### src/rtl/ud_counter_prescaled.sv
// Up/down counter stepped by a switch-selected prescaler tick.
// Supports parallel load, enable, wrap/saturate and a terminal-count pulse.
module ud_counter_prescaled #(
  parameter int WIDTH = 8,
  parameter int DIV3  = 500000,
  parameter int DIV2  = 5000000,
  parameter int DIV1  = 50000000,
  parameter int DIV0  = 500000000
) (
  input  logic             clk,
  input  logic             reset_n,
  input  logic [1:0]       sw,
  input  logic             ud,
  input  logic             en,
  input  logic             sat,
  input  logic             load,
  input  logic [WIDTH-1:0] din,
  output logic [WIDTH-1:0] led,
  output logic             tick,
  output logic             tc
);

  localparam int M01  = (DIV0 > DIV1) ? DIV0 : DIV1;
  localparam int M23  = (DIV2 > DIV3) ? DIV2 : DIV3;
  localparam int DMAX = (M01 > M23) ? M01 : M23;
  localparam int PW   = $clog2(DMAX);

  localparam logic [PW-1:0] L0 = PW'(DIV0 - 1);
  localparam logic [PW-1:0] L1 = PW'(DIV1 - 1);
  localparam logic [PW-1:0] L2 = PW'(DIV2 - 1);
  localparam logic [PW-1:0] L3 = PW'(DIV3 - 1);

  logic [WIDTH-1:0] r_count;
  logic [PW-1:0]    r_pcnt;
  logic [1:0]       r_sw_q;
  logic             r_tick;
  logic             r_tc;

  logic [PW-1:0]    w_lim;
  logic             w_sw_chg;
  logic             w_wrap;
  logic             w_at_lim;

  always_comb begin
    w_lim = L3;
    unique case (sw)
      2'd0: w_lim = L0;
      2'd1: w_lim = L1;
      2'd2: w_lim = L2;
      2'd3: w_lim = L3;
    endcase
  end

  assign w_sw_chg = (sw != r_sw_q);
  assign w_wrap   = (r_pcnt == w_lim);
  assign w_at_lim = ud ? (r_count == '1) : (r_count == '0);

  always_ff @(posedge clk) begin
    if (!reset_n) begin
      r_count <= '0;
      r_pcnt  <= '0;
      r_tick  <= 1'b0;
      r_tc    <= 1'b0;
      r_sw_q  <= sw;
    end else begin
      r_sw_q <= sw;
      r_tick <= 1'b0;
      r_tc   <= 1'b0;
      if (load) begin
        r_count <= din;
        r_pcnt  <= '0;
      end else if (w_sw_chg) begin
        r_pcnt <= '0;
      end else if (en) begin
        if (w_wrap) begin
          r_pcnt <= '0;
          r_tick <= 1'b1;
          // Limit step: flag tc; saturate holds, wrap jumps to the far end
          if (w_at_lim) begin
            r_tc <= 1'b1;
            if (!sat) r_count <= ud ? '0 : '1;
          end else begin
            r_count <= ud ? r_count + WIDTH'(1)
                          : r_count - WIDTH'(1);
          end
        end else begin
          r_pcnt <= r_pcnt + PW'(1);
        end
      end
    end
  end

  assign led  = r_count;
  assign tick = r_tick;
  assign tc   = r_tc;

endmodule

### config.mk
export PLATFORM = sky130hd
export DESIGN_NAME = ud_counter_prescaled
export DESIGN_NICKNAME = d
export VERILOG_FILES = /design/src/rtl/ud_counter_prescaled.sv
export SDC_FILE = /design/constraint.sdc
export NUM_CORES = 1
export LEC_CHECK = 0
export CORE_MARGIN = 4
export CORE_UTILIZATION = 50
export DETAILED_ROUTE_END_ITERATION = 16
export GPL_ROUTABILITY_DRIVEN = 0
export GPL_TIMING_DRIVEN = 0
export HOLD_SLACK_MARGIN = 0.1
export MAX_ROUTING_LAYER = met4
export PLACE_DENSITY_LB_ADDON = 0.3
export SKIP_CTS_REPAIR_TIMING = 1
export SLEW_MARGIN = 20
export SYNTH_ARGS = -nofsm -noshare
export SYNTH_HDL_FRONTEND = slang
export SYNTH_SLANG_ARGS = --single-unit
### constraint.sdc
create_clock -name clk -period 2.5 [get_ports clk]
set_input_delay 0.25 -clock clk [delete_from_list [all_inputs] [get_ports clk]]
set_output_delay 0.25 -clock clk [all_outputs]
set_load 0.01 [all_outputs]
==> summary.md <==
| Metric | Value |
|---|---|
| WL/cell | `14.2 microns` |
| Ports | `26` |
| EDFF count, synth | `0` |
| CTS tree | `yes` |
| Status | `complete, no violations` |
| Element type at the critical path end | `register` |
| Layout Nets | `336` |
| First-pass GRT wire length | `between 8 and 9 mm` |
| Post-layout minimum cycle time | `2420 ps` |
| Largest net degree at the start of global routing | `13` |
| DR vias | `2,068` |
| Area contributors post-synth | `dfxtp_1, nor2_1, xnor2_1` |
| Num CTS Buffers | `5` |
| Antenna violations before repair | `0` |
| Setup TNS | `0 ps` |
| # clock sinks | `41` |
| Synth cell types | `between 40 and 50` |
| CP Launch Type | `register` |
| Post-Syn Nets | `307` |
| Initial DRT Pass Iterations | `4` |
| Commonest register cell after synthesis | `dfxtp_1` |
| Instance count of the mapped netlist | `between 200 and 300` |
| Hold WS | `151 ps` |
| Filler cells | `roughly 380` |
| Place WS | `-705 ps` |
| Grt ovf | `0` |
| DP HPWL | `3.77 mm` |
| Share of cells above drive strength 1 | `0.0680` |
| Fin. Hold Viols | `0` |
| Ys async rst share | `0` |
| DRC Markers | `0` |
| Sequential-to-total area share from yosys stat | `0.351` |
| Avg Cell Area, Syn | `8.38 sq um` |
| Post-DRT Antenna Nets | `0` |
| Setup CP Type | `register to register` |
| Req. time, crit path | `2690 ps` |
| Starting Density | `0.526` |
| Layout Skew | `7.37 ps` |
| Final period util | `0.970` |
| Row cnt | `24` |
| Core area | `~4400 sq um` |
| Design Area, Final | `2760 sq um` |
| Least-Margin Pin Slew | `697 ps` |
| Post-Syn Area | `2340 sq um` |
| Area of the multi-input gates | `1440 sq um` |
| Total wire length | `5.14 mm` |
| Clock-pin slew on the worst setup and hold paths | `80 ps` |
| Fmax | `just over 400 MHz` |
| Storage cell area | `821 sq um` |
| Vias in the first global route | `just under 2k` |
| Syn. warnings | `0` |
| Diode count | `0` |
| Worst EP arrival | `around 2600 ps` |
| Root buffer cell | `clkbuf_8` |
| Leakage power | `0.996 nW` |
| Peak supply drop | `0.248 mV` |
| H-tree levels | `2` |
| Max-slew violation count | `0` |
| Final Setup Violations | `0` |
| Power Density | `roughly 520 nW/um^2` |
| Skew-Pair Late Insertion Delay | `300 ps` |
| Power Total | `1.43 mW` |
| Hold crit path type | `input port to register` |
| CP max FO | `10` |
| Clock buffer depth | `2` |
| DR iter-0 viols | `78` |
| Die Width | `76.4 microns` |
| Slew margin rel. | `0.532` |
| Post-DP Area | `between 2000 and 3000 sq um` |
| Cell taking the most area after synthesis | `dfxtp_1` |
| Share of Yosys cell area claimed by the top area cell type | `0.351` |
| I/O Buffers | `23` |
| Area growth syn-to-layout | `18.3%` |
| Number of synthesized register bits | `41` |
| Final worst slack | `75.7 ps` |
| Maxcap violations | `0` |
| All-Layer GR Usage | `0.187` |
| Die Area | `5830 sq um` |
| Die Y | `76.4 microns` |
| Vias per cell | `5.73` |
## through the flow
step | std cells | utilization
2_1_floorplan | 279 | -
3_3_place_gp | 354 | 0.592
3_5_place_dp | 354 | 0.592
4_1_cts | 362 | 0.619
5_1_grt | 361 | 0.622
6_report | 361 | 0.622
## cells by family (layout without fill, tap and decap cells)
logic type | count (synthesis) | in the layout | share of synthesized area
AND/OR/NAND/NOR | 123 | 123 | 0.260
AO/OA/AOI/OAI | 43 | 43 | 0.132
flip-flops | 41 | 41 | 0.351
XOR/XNOR | 36 | 36 | 0.135
buffers and inverters | 21 | 51 | 0.0418
adder cells (fa/ha/maj) | 12 | 12 | 0.0675
multiplexers | 3 | 3 | 0.0134
## layout make-up
cell class / instances / share of cell area
Tap cell: 52 / 0.0235
Inverter: 10 / 0.0136
Buffer: 10 / 0.0204
Timing Repair Buffer: 23 / 0.0833
Multi-Input combinational cell: 217 / 0.520
Clock buffer: 7 / 0.0312
Sequential cell: 41 / 0.297
Clock inverter: 1 / 0.0109
## synthesized netlist by cell type, drive strengths merged (3+ instances only)
cell,instances
nor3,8
and3,4
nand4b,3
dfxtp,41
o221ai,7
a21oi,13
nor2,45
xnor2,18
nand3,14
buf,6
ha,11
clkbuf,5
nand4,12
o21ai,7
o21bai,3
or4,3
nand2,18
o211ai,3
xor2,18
or3,4
inv,10
## layer usage
metal | part of all wire | global-route usage | wire [microns] | vias up
li1 | - | - | - | 1048
met1 | 0.46 | 0.226 | 2380 | 981
met3 | 0.035 | 0.0390 | 179 | 5
met5 | 0 | - | 0 | -
met4 | 0.013 | 0.0580 | 65 | 0
met2 | 0.49 | 0.311 | 2510 | 34
## worst paths after layout
| kind | slack [ps] | depth (start not counted) | start | to |
|---|---|---|---|---|
| worst min-delay path | 150 | 1 | sw[0] | r_sw_q[0] |
| worst max register to register | 80 | 8 | r_pcnt[9] | r_pcnt[24] |
| worst max-delay path | 80 | 8 | r_pcnt[9] | r_pcnt[24] |
| worst min register to register | 530 | 2 | r_pcnt[1] | r_pcnt[1] |
## registers in the layout (all words and copies together) (netlist names)
name and flops:
led 8, r_sw_q 2, tc 1, tick 1
r_pcnt 29
## layout by cell type (no fill, tap or decap), types with 4 or more instances in the layout
master,instances
nor2_1,45
dfxtp_1,41
clkdlybuf4s50_1,20
xor2_1,18
nand2_1,18
xnor2_1,18
nand3_1,14
a21oi_1,13
nand4_1,12
ha_1,10
inv_1,9
nor3_1,8
o221ai_1,7
o21ai_0,6
clkbuf_8,6
clkbuf_1,5
and3_1,4
## worst max-delay path, stage by stage, from the launching register on
cell       delay, ps
dfxtp_1          390
or4b_1           550
a22oi_1          260
o2111ai_2        220
or3_4            430
nand2b_1         110
buf_6            150
buf_6            150
nor2_1            50
## power breakdown
group | leakage (nW) | switching [mW] | internal (mW)
clock | 0.0585 | 0.233 | 0.326
combinational | 0.605 | 0.0974 | 0.0961
sequential | 0.333 | 0.0158 | 0.664
(Power assumes the default switching activity.)
